**src/rtl/sevseg_pkg.sv**
```systemverilog
// Shared constants for the seven-segment bus monitor: segment codes, digit
// select codes, error encodings and the frame FSM state type.
package sevseg_pkg;

  // Segment patterns on bits [6:0] (g..a); decimal point excluded.
  localparam logic [6:0] SEG_0 = 7'b0111111;
  localparam logic [6:0] SEG_1 = 7'b0000110;
  localparam logic [6:0] SEG_2 = 7'b1011011;
  localparam logic [6:0] SEG_3 = 7'b1001111;
  localparam logic [6:0] SEG_4 = 7'b1100110;
  localparam logic [6:0] SEG_5 = 7'b1101101;
  localparam logic [6:0] SEG_6 = 7'b1111101;
  localparam logic [6:0] SEG_7 = 7'b0000111;

  localparam logic [4:0] SEL_BLANK = 5'b00000;
  localparam logic [4:0] SEL_POS0  = 5'b01000;
  localparam logic [4:0] SEL_POS1  = 5'b00100;
  localparam logic [4:0] SEL_POS2  = 5'b00010;
  localparam logic [4:0] SEL_POS3  = 5'b00001;

  localparam logic [1:0] ERR_NONE    = 2'b00;
  localparam logic [1:0] ERR_PATTERN = 2'b01;
  localparam logic [1:0] ERR_ORDER   = 2'b10;
  localparam logic [1:0] ERR_TIMEOUT = 2'b11;

  typedef enum logic [1:0] {
    SYNC = 2'd0,
    EXP1 = 2'd1,
    EXP2 = 2'd2,
    EXP3 = 2'd3
  } state_e;

  typedef struct packed {
    logic       bad;
    logic [1:0] pos;
  } sel_info_t;

  function automatic sel_info_t decode_sel(input logic [4:0] sel);
    sel_info_t r;
    r.bad = 1'b0;
    r.pos = 2'd0;
    case (sel)
      SEL_POS0: r.pos = 2'd0;
      SEL_POS1: r.pos = 2'd1;
      SEL_POS2: r.pos = 2'd2;
      SEL_POS3: r.pos = 2'd3;
      default:  r.bad = 1'b1;
    endcase
    return r;
  endfunction

  function automatic logic [1:0] exp_pos(input state_e s);
    logic [1:0] p;
    case (s)
      EXP1:    p = 2'd1;
      EXP2:    p = 2'd2;
      EXP3:    p = 2'd3;
      default: p = 2'd0;
    endcase
    return p;
  endfunction

endpackage

```
**src/rtl/sevseg_decode.sv**
```systemverilog
// Combinational seven-segment to 3-bit value decoder; anything outside the
// eight legal digit patterns (including 8 and 9) is flagged bad.
module sevseg_decode
  import sevseg_pkg::*;
(
  input  logic [6:0] pattern,
  output logic [2:0] value,
  output logic       bad
);

  always_comb begin
    value = 3'd0;
    bad   = 1'b0;
    case (pattern)
      SEG_0:   value = 3'd0;
      SEG_1:   value = 3'd1;
      SEG_2:   value = 3'd2;
      SEG_3:   value = 3'd3;
      SEG_4:   value = 3'd4;
      SEG_5:   value = 3'd5;
      SEG_6:   value = 3'd6;
      SEG_7:   value = 3'd7;
      default: bad   = 1'b1;
    endcase
  end

endmodule

```
**src/rtl/sevseg_scan_capture.sv**
```systemverilog
// Seven-segment scan bus monitor: filters dwells, decodes digits, reassembles frames.
// Build option SEVSEG_RX_TIMEOUT_EN adds an inter-digit timeout (err_code 11).
module sevseg_scan_capture
  import sevseg_pkg::*;
#(
  parameter int SETTLE  = 4,
  parameter int TIMEOUT = 8192
) (
  input  logic        clk,
  input  logic        rst,
  input  logic [7:0]  set_Data,
  input  logic [4:0]  see_sel,
  output logic [11:0] word,
  output logic        word_valid,
  output logic        frame_err,
  output logic [1:0]  err_code
);

  localparam logic [7:0] SETTLE_C = 8'(SETTLE);

  logic [6:0]       seg_q, seg_d;
  logic [4:0]       sel_q, sel_d;
  logic [7:0]       stab_cnt_q, stab_cnt_d;
  logic             pair_same;
  logic             accept;

  state_e           state_q, state_d;
  logic [3:0][2:0]  field_q, field_d;
  logic [11:0]      word_q, word_d;
  logic             word_valid_q, word_valid_d;
  logic             frame_err_q, frame_err_d;
  logic [1:0]       err_code_q, err_code_d;

  logic [2:0]       dec_value;
  logic             dec_bad;
  sel_info_t        sinfo;

  // The decimal point carries no information for the monitor.
  logic unused_dp;
  assign unused_dp = set_Data[7];

  sevseg_decode u_decode (
    .pattern (set_Data[6:0]),
    .value   (dec_value),
    .bad     (dec_bad)
  );

  // Acceptance fires only on the edge the count first reaches SETTLE.
  always_comb begin
    seg_d     = set_Data[6:0];
    sel_d     = see_sel;
    pair_same = (seg_d == seg_q) && (sel_d == sel_q);
    if (!pair_same) begin
      stab_cnt_d = 8'd1;
    end else if (stab_cnt_q == SETTLE_C) begin
      stab_cnt_d = stab_cnt_q;
    end else begin
      stab_cnt_d = stab_cnt_q + 8'd1;
    end
    accept = (stab_cnt_d == SETTLE_C) &&
             (!pair_same || (stab_cnt_q != SETTLE_C)) &&
             (see_sel != SEL_BLANK);
  end

`ifdef SEVSEG_RX_TIMEOUT_EN
  localparam int TW = $clog2(TIMEOUT + 1);

  logic [TW-1:0] tmo_cnt_q, tmo_cnt_d;
  logic          tmo_hit;

  always_comb begin
    tmo_cnt_d = '0;
    tmo_hit   = 1'b0;
    if (!accept && (state_q != SYNC)) begin
      tmo_cnt_d = tmo_cnt_q + TW'(1);
      if (tmo_cnt_d == TW'(TIMEOUT)) begin
        tmo_hit   = 1'b1;
        tmo_cnt_d = '0;
      end
    end
  end

  always_ff @(posedge clk) begin
    if (rst) begin
      tmo_cnt_q <= '0;
    end else begin
      tmo_cnt_q <= tmo_cnt_d;
    end
  end
`endif

  always_comb begin
    state_d      = state_q;
    field_d      = field_q;
    word_d       = word_q;
    word_valid_d = 1'b0;
    frame_err_d  = 1'b0;
    err_code_d   = ERR_NONE;
    sinfo        = decode_sel(see_sel);

    if (accept) begin
      if (!sinfo.bad && (sinfo.pos == 2'd0)) begin
        // Position 0 always restarts a frame; interrupting one is an order fault.
        if (dec_bad) begin
          frame_err_d = 1'b1;
          err_code_d  = ERR_PATTERN;
          state_d     = SYNC;
        end else begin
          field_d[0] = dec_value;
          state_d    = EXP1;
          if (state_q != SYNC) begin
            frame_err_d = 1'b1;
            err_code_d  = ERR_ORDER;
          end
        end
      end else if (state_q != SYNC) begin
        if (sinfo.bad || (sinfo.pos != exp_pos(state_q))) begin
          frame_err_d = 1'b1;
          err_code_d  = ERR_ORDER;
          state_d     = SYNC;
        end else if (dec_bad) begin
          frame_err_d = 1'b1;
          err_code_d  = ERR_PATTERN;
          state_d     = SYNC;
        end else begin
          field_d[sinfo.pos] = dec_value;
          case (state_q)
            EXP1: state_d = EXP2;
            EXP2: state_d = EXP3;
            EXP3: begin
              word_d       = {dec_value, field_q[2], field_q[1], field_q[0]};
              word_valid_d = 1'b1;
              state_d      = SYNC;
            end
            default: state_d = SYNC;
          endcase
        end
      end
    end
`ifdef SEVSEG_RX_TIMEOUT_EN
    else if (tmo_hit) begin
      frame_err_d = 1'b1;
      err_code_d  = ERR_TIMEOUT;
      state_d     = SYNC;
    end
`endif
  end

  always_ff @(posedge clk) begin
    if (rst) begin
      seg_q        <= '0;
      sel_q        <= '0;
      stab_cnt_q   <= '0;
      state_q      <= SYNC;
      field_q      <= '0;
      word_q       <= '0;
      word_valid_q <= 1'b0;
      frame_err_q  <= 1'b0;
      err_code_q   <= ERR_NONE;
    end else begin
      seg_q        <= seg_d;
      sel_q        <= sel_d;
      stab_cnt_q   <= stab_cnt_d;
      state_q      <= state_d;
      field_q      <= field_d;
      word_q       <= word_d;
      word_valid_q <= word_valid_d;
      frame_err_q  <= frame_err_d;
      err_code_q   <= err_code_d;
    end
  end

  assign word       = word_q;
  assign word_valid = word_valid_q;
  assign frame_err  = frame_err_q;
  assign err_code   = err_code_q;

endmodule
```
**config.mk**
```make
export PLATFORM = sky130hd
export DESIGN_NAME = sevseg_scan_capture
export DESIGN_NICKNAME = d
export VERILOG_FILES = /design/src/rtl/sevseg_pkg.sv /design/src/rtl/sevseg_decode.sv /design/src/rtl/sevseg_scan_capture.sv
export SDC_FILE = /design/constraint.sdc
export NUM_CORES = 1
export LEC_CHECK = 0
export CAP_MARGIN = 5
export CORE_MARGIN = 4
export CORE_UTILIZATION = 37
export CTS_CLUSTER_DIAMETER = 100
export CTS_CLUSTER_SIZE = 28
export DETAILED_ROUTE_END_ITERATION = 6
export SLEW_MARGIN = 0
export SYNTH_ARGS = -nofsm -noshare
export SYNTH_HDL_FRONTEND = slang
export SYNTH_SLANG_ARGS = --single-unit
```
**constraint.sdc**
```tcl
create_clock -name clk -period 3 [get_ports clk]
set_input_delay 0.45 -clock clk [delete_from_list [all_inputs] [get_ports clk]]
set_output_delay 0.45 -clock clk [all_outputs]
set_load 0.01 [all_outputs]
```
After elaboration in Yosys (flattened, before gate mapping)
Index checks and enable logic that the tools add are counted.
{"block": "word_totals", "register_bits": 50, "inputBits": 15, "output_inout_bits": 16, "elab_cells": 100}
{"block": "classes", "add_sub_neg": 1, "order_cmp": 2, "n_eq_ne": 24, "n_mux": 36, "bitwise": 5, "reduce_logical": 20}
{"cell": "$eq A7 B7 Y1 const B", "n": 5}
{"cell": "$mux W2", "n": 12}
{"cell": "$pmux W3 S7", "n": 1}
{"cell": "$mux W3", "n": 6}
{"cell": "$eq A8 B3 Y1 const B", "n": 2}
{"cell": "$mux W8", "n": 2}
{"cell": "$eq A7 B3 Y1 const B", "n": 2}
{"cell": "$bwmux W12", "n": 1}
{"cell": "$pmux W2 S3", "n": 2}
{"cell": "$mux W1", "n": 10}
{"cell": "$reduce_and A5 Y1", "n": 2}
{"cell": "$add A8 B1 Y8 const B", "n": 1}
{"cell": "$ne A8 B3 Y1 const B", "n": 1}
{"cell": "$reduce_or A8 Y1", "n": 1}
{"cell": "$eq A7 B6 Y1 const B", "n": 1}
{"cell": "$eq A7 B7 Y1", "n": 1}
{"cell": "$demux W3 S2", "n": 1}
{"cell": "$reduce_and A6 Y1", "n": 1}
{"cell": "$reduce_or A6 Y1", "n": 1}
{"cell": "$eq A5 B1 Y1 const B", "n": 1}
{"cell": "$eq A5 B2 Y1 const B", "n": 1}
{"cell": "$eq A5 B3 Y1 const B", "n": 1}
{"cell": "$eq A5 B4 Y1 const B", "n": 1}
{"cell": "$eq A5 B5 Y1", "n": 1}
{"cell": "18 further kinds", "n": 30}

Depth between registers and ports, before layout
{"block": "logic_depth", "ltp_word": 12, "mapped_depth": 10, "ltp_nobuf": 8}

By module
Synthesis repeated with hierarchy kept, for this count alone.
{"block": "unflattened", "cells_unflattened": 248, "hier_area_um2": 2379.8}
{"mod": "sevseg_scan_capture", "instances": 1, "cells_each": 224, "area_per_inst_um2": 2218.4, "seq_area_each_um2": 940.9}
{"mod": "sevseg_decode", "instances": 1, "cells_each": 24, "area_per_inst_um2": 161.4, "seq_area_each_um2": 0.0}

Worst setup path after synthesis
OpenSTA, ideal clock, no wires.
{"block": "synth_timing", "kind": "in2reg", "from": "input set_Data[4]", "to": "register word_q[10] (netlist: word[10])", "setup_time_ps": 121, "arrival_time_ps": 2218, "required_ps": 2879, "path_slack_ps": 661, "stages": 9, "n_path_buf": 3, "cell_sequence": "buf_2 > or3b_4 > o21bai_4 > a41oi_4 > nand4_1 > or3_1 > buf_2 > buf_6 > mux2i_1"}
{"block": "synth_via", "elab_chain_cells": 7, "elab_cells_between_ends": 19, "classes_between": "eq/ne (10); mux (2); reduce/logical (7)"}
{"element": "from (decl)", "line": "sevseg_scan_capture.sv:11", "rtl": "input logic [7:0] set_Data,"}
{"element": "$eq A7 B7 Y1", "line": "sevseg_scan_capture.sv:52", "rtl": "pair_same = (seg_d == seg_q) && (sel_d == sel_q);"}
{"element": "$logic_and A1 B1 Y1", "line": "sevseg_scan_capture.sv:52"}
{"element": "$mux W8 or $logic_not A1 Y1 (tied branches)", "line": "sevseg_scan_capture.sv:53, sevseg_scan_capture.sv:61"}
{"element": "$eq A8 B3 Y1 or $logic_or A1 B1 Y1 (tied branches)", "line": "sevseg_scan_capture.sv:60, sevseg_scan_capture.sv:61"}
{"element": "$logic_and A1 B1 Y1", "line": "sevseg_scan_capture.sv:60", "rtl": "accept = (stab_cnt_d == SETTLE_C) &&"}
{"element": "$logic_and A1 B1 Y1", "line": "sevseg_scan_capture.sv:61", "rtl": "(!pair_same || (stab_cnt_q != SETTLE_C)) &&"}
{"element": "$reduce_and A6 Y1 (no line)"}
{"element": "to (signal assigned)", "line": "sevseg_scan_capture.sv:166", "rtl": "word_q <= word_d;"}
{"element": "to (decl)", "line": "sevseg_scan_capture.sv:29", "rtl": "logic [11:0] word_q, word_d;"}
Several ways; a longest one is shown, not always the timed one.
A chain may end at the register's enable or synchronous reset.

Worst setup path after layout
{"block": "layout_timing", "from": "input set_Data[1]", "to": "register field_q[8] in the netlist's numbering"}
{"block": "layout_via", "elab_chain_cells": 7, "elab_cells_between_ends": 20, "classes_between": "eq/ne (10); mux (3); reduce/logical (7)"}
{"element": "$eq A7 B7 Y1", "line": "sevseg_scan_capture.sv:52"}
{"element": "$logic_and A1 B1 Y1", "line": "sevseg_scan_capture.sv:52"}
{"element": "$mux W8 or $logic_not A1 Y1 (tied branches)", "line": "sevseg_scan_capture.sv:53, sevseg_scan_capture.sv:61"}
{"element": "$eq A8 B3 Y1 or $logic_or A1 B1 Y1 (tied branches)", "line": "sevseg_scan_capture.sv:60, sevseg_scan_capture.sv:61"}
{"element": "$logic_and A1 B1 Y1", "line": "sevseg_scan_capture.sv:60"}
{"element": "$logic_and A1 B1 Y1", "line": "sevseg_scan_capture.sv:61"}
{"element": "$reduce_and A5 Y1 (no line)"}
{"element": "to (signal assigned)", "line": "sevseg_scan_capture.sv:165", "rtl": "field_q <= field_d;"}
{"element": "to (decl)", "line": "sevseg_scan_capture.sv:28", "rtl": "logic [3:0][2:0] field_q, field_d;"}
Several ways; a longest one is shown, not always the timed one.

==> metrics.md <==
| Metric | Value |
|---|---|
| Largest net degree at the start of global routing | `38` |
| Critical path launch point type | `input port` |
| Async SR Flop Fraction | `0%` |
| Final Max Slew Viols | `0` |
| Syn avg cell area | `9.554 um^2` |
| Worst-Skew Late Latency | `roughly 290 ps` |
| Part of the Yosys area used for sequential elements | `38.17%` |
| Synth Warn # | `0` |
| Setup Fix Bufs, Post-CTS | `0` |
| Initial DRC count | `51` |
| Net Count, Synth | `280` |
| Share of layout cells above drive strength 1 | `10.17%` |
| Post_cts resized | `0` |
| Status | `finished, final reports clean` |
| Synth area leader | `dfxtp_1` |
| Most frequent cells in the layout | `dfxtp_1, clkdlybuf4s50_1, nand2b_1` |
| Critical path type | `in2reg` |
| Worst Tran Pin Value | `399.0 ps` |
| Top cells by area, synth | `dfxtp_1, mux2i_1, nand2b_1` |
| Fmax | `roughly 390 MHz` |
| Antenna-violating nets left | `0` |
| RSZ-0062 raised after global routing | `no` |
| Hold Startpoint | `word[1]$_SDFFE_PP0P_` |
| Worst reg2reg endpoint | `word[11]$_SDFFE_PP0P_` |
| EDFF count, synth | `0` |
| DRT Pass-1 Iters | `4` |
| Min-Delay Path Depth | `2` |
| Initial Util | `38.38%` |
| Die Wd | `89.62 um` |
| R2R setup slack | `500 ps` |
| CTS Buf Count | `5` |
| Site Rows | `29` |
| Avg Vias per Cell | `5.038` |
| Critical Path RT | `3220 ps` |
| CTS H-tree depth | `2` |
| Final WL | `4994 um` |
| Worst Setup End Kind | `flip-flop` |
| Drt drc | `0` |
| Min Tclk post-route | `between 2000 and 3000 ps` |
| R2R cell count | `9` |
| Critical path fanouts, max | `6` |
| Antenna Cells | `0` |
| Root buffer cell | `clkbuf_8` |
| Max clock buf depth | `2` |
| Flops & latches, synth | `47` |
| Cell family with the largest share of critical-path delay | `simple AND/OR/NAND/NOR gates` |
| PD cells | `around 400 mW/mm^2` |
| DPL Wire Length | `3627 um` |
| Via count | `between 1500 and 2000` |
| Wire length per cell | `13.42 um` |
| Die area | `around 0.008 mm^2` |
| Initial antenna violation count | `0` |
| Sum Neg Setup Slack | `0 ps` |
| Core Util, Final | `46.31%` |
| Gp weighted congestion | `0.7965` |
| Max cap viols | `0` |
| First-pass GRT wire length | `8611 um` |
| Layout Nets | `316` |
| Top-area cell type share of the netlist area | `38.17%` |
| # IOs | `31` |
| Top FF cell, synth | `dfxtp_1` |
| Distinct cells, synth | `49` |
| Die Y | `89.62 um` |
| Port Buffers | `29` |
| Clk_skew | `8.749 ps` |
| Post-Synthesis Cells | `approximately 260` |
| Mapped Area | `between 0.002 and 0.0025 mm^2` |
| CTS tree | `built` |
| Clock sink count | `47` |
| Min-delay worst type | `reg2reg` |
| Final Hold Viols | `0` |
| Slew margin rel. | `73.20%` |
| Hold path endpoint | `word[1]$_SDFFE_PP0P_` |
| CP bufs+invs | `1` |
| Clock slew at reported path FFs | `80 ps` |
| Vias in the first global route | `1798` |
| CP max-delay cell | `clkdlybuf4s50_1` |
| Total global-route track usage | `13.52%` |
| Setup Viol. Count Final | `0` |
| Most common cell after layout, fill and taps aside | `dfxtp_1` |
| Crit path cell chain | `clkdlybuf4s50_1 > or3b_4 > o21bai_4 > a41oi_4 > nand2_1 > nor4_4 > mux2i_1` |
| Total gr overflow | `0` |
| Leakage Power | `1.149 nW` |
| Crit Reg-Reg Startpoint | `stab_cnt_q[0]$_SDFF_PP0_` |
| # fillers | `between 600 and 700` |
| CP Data Arrival Time | `2810 ps` |
| Area Overhead vs Synth | `20.66%` |
| Max stage delay on crit path | `roughly 600 ps` |
| CTS Hold Bufs | `0` |
| VDD IR-drop max | `around 0.29 mV` |
| Final period utilization | `86.29%` |
| Placeable core area | `0.006422 mm^2` |
sequential cells by signal (all words and copies together) (netlist names):
register	flops
word	12
err_code	2
field_q	9
state_q	2
stab_cnt_q	8
word_valid	1
seg_q	7
frame_err	1
sel_q	5
synth_stat cells (5+ instances only):
master	instances
a21oi_1	5
dfxtp_1	47
ha_1	7
inv_1	8
mux2i_1	21
nand2_1	12
nand2b_1	26
nand3_1	8
nand4_1	5
nor2_1	19
nor2b_1	12
nor3_1	5
xor2_1	17
power breakdown:
part / internal [mW] / total [mW] / switching (mW) / leakage, nW
Clock: 0.211 / 0.421 / 0.210 / 0.0515
Combinational: 0.0506 / 0.103 / 0.0521 / 0.715
Sequential: 0.633 / 0.637 / 0.00478 / 0.382
area by class of cell:
cell class              instances  area [um^2]  area share [%]
clock buffers                   8        100.1           3.366
inverters                       8        30.03           1.010
multi-input cells             191         1414           47.54
flip-flops and latches         47        940.9           31.64
well taps                      77        96.34           3.239
repair buffers                 41        392.9           13.21
routing by layer:
layer	vias to the layer above	global-route usage (%)	part of all wire (%)	wire (um)
li1	967	-	-	-
met1	869	19.77	52	2592
met2	36	20.35	43	2152
met3	2	3.011	4.4	218
met4	0	2.842	0.62	31
met5	-	0	0	0
per-stage QoR:
| step | area (um^2) | hold WS [ps] | total power, mW | instances | worst slack, ps |
|---|---|---|---|---|---|
| 2_1_floorplan | 2465 | 457.6 | 0.7164 | 258 | 661.3 |
| 3_3_place_gp | 2874 | 466.0 | 0.7545 | 364 | 131.6 |
| 3_5_place_dp | 2874 | 466.5 | 0.7551 | 364 | 105.7 |
| 4_1_cts | 2974 | 487.7 | 1.181 | 372 | 414.5 |
| 5_1_grt | 2974 | 511.9 | 1.208 | 372 | 274.8 |
| 6_report | 2974 | 481.7 | 1.161 | 372 | 411.3 |
how the worst max path moves through the flow:
stage,startpoint,to,slack [ps],cells after the start
floorplan,set_Data[4],word[10]$_SDFFE_PP0P_,660,9
global placement,set_Data[1],field_q[3]$_SDFFE_PP0P_,130,7
global route,see_sel[1],field_q[3]$_SDFFE_PP0P_,270,7
finish,set_Data[1],field_q[8]$_SDFFE_PP0P_,410,7
detailed placement,set_Data[1],field_q[8]$_SDFFE_PP0P_,110,7
CTS,set_Data[1],field_q[8]$_SDFFE_PP0P_,410,7
worst register-to-register path: cells and delay by family, from the launching register on:
kind	cells	cell delay, ps
fa+ha+maj	1	200
buf+inv	2	290
flops	1	460
mux	1	130
simple gates	5	1290
cell families after synthesis:
logic type                 share of synthesized area [%]
AOI/OAI and AO/OA                                  7.462
xor gates and xnor gates                           7.107
buffers and inverters                              4.467
muxes                                              8.985
DFF                                                38.17
adders and majority gates                          3.553
and+or+nand+nor                                    30.25
Note: power is estimated with default switching activity, not from simulation.
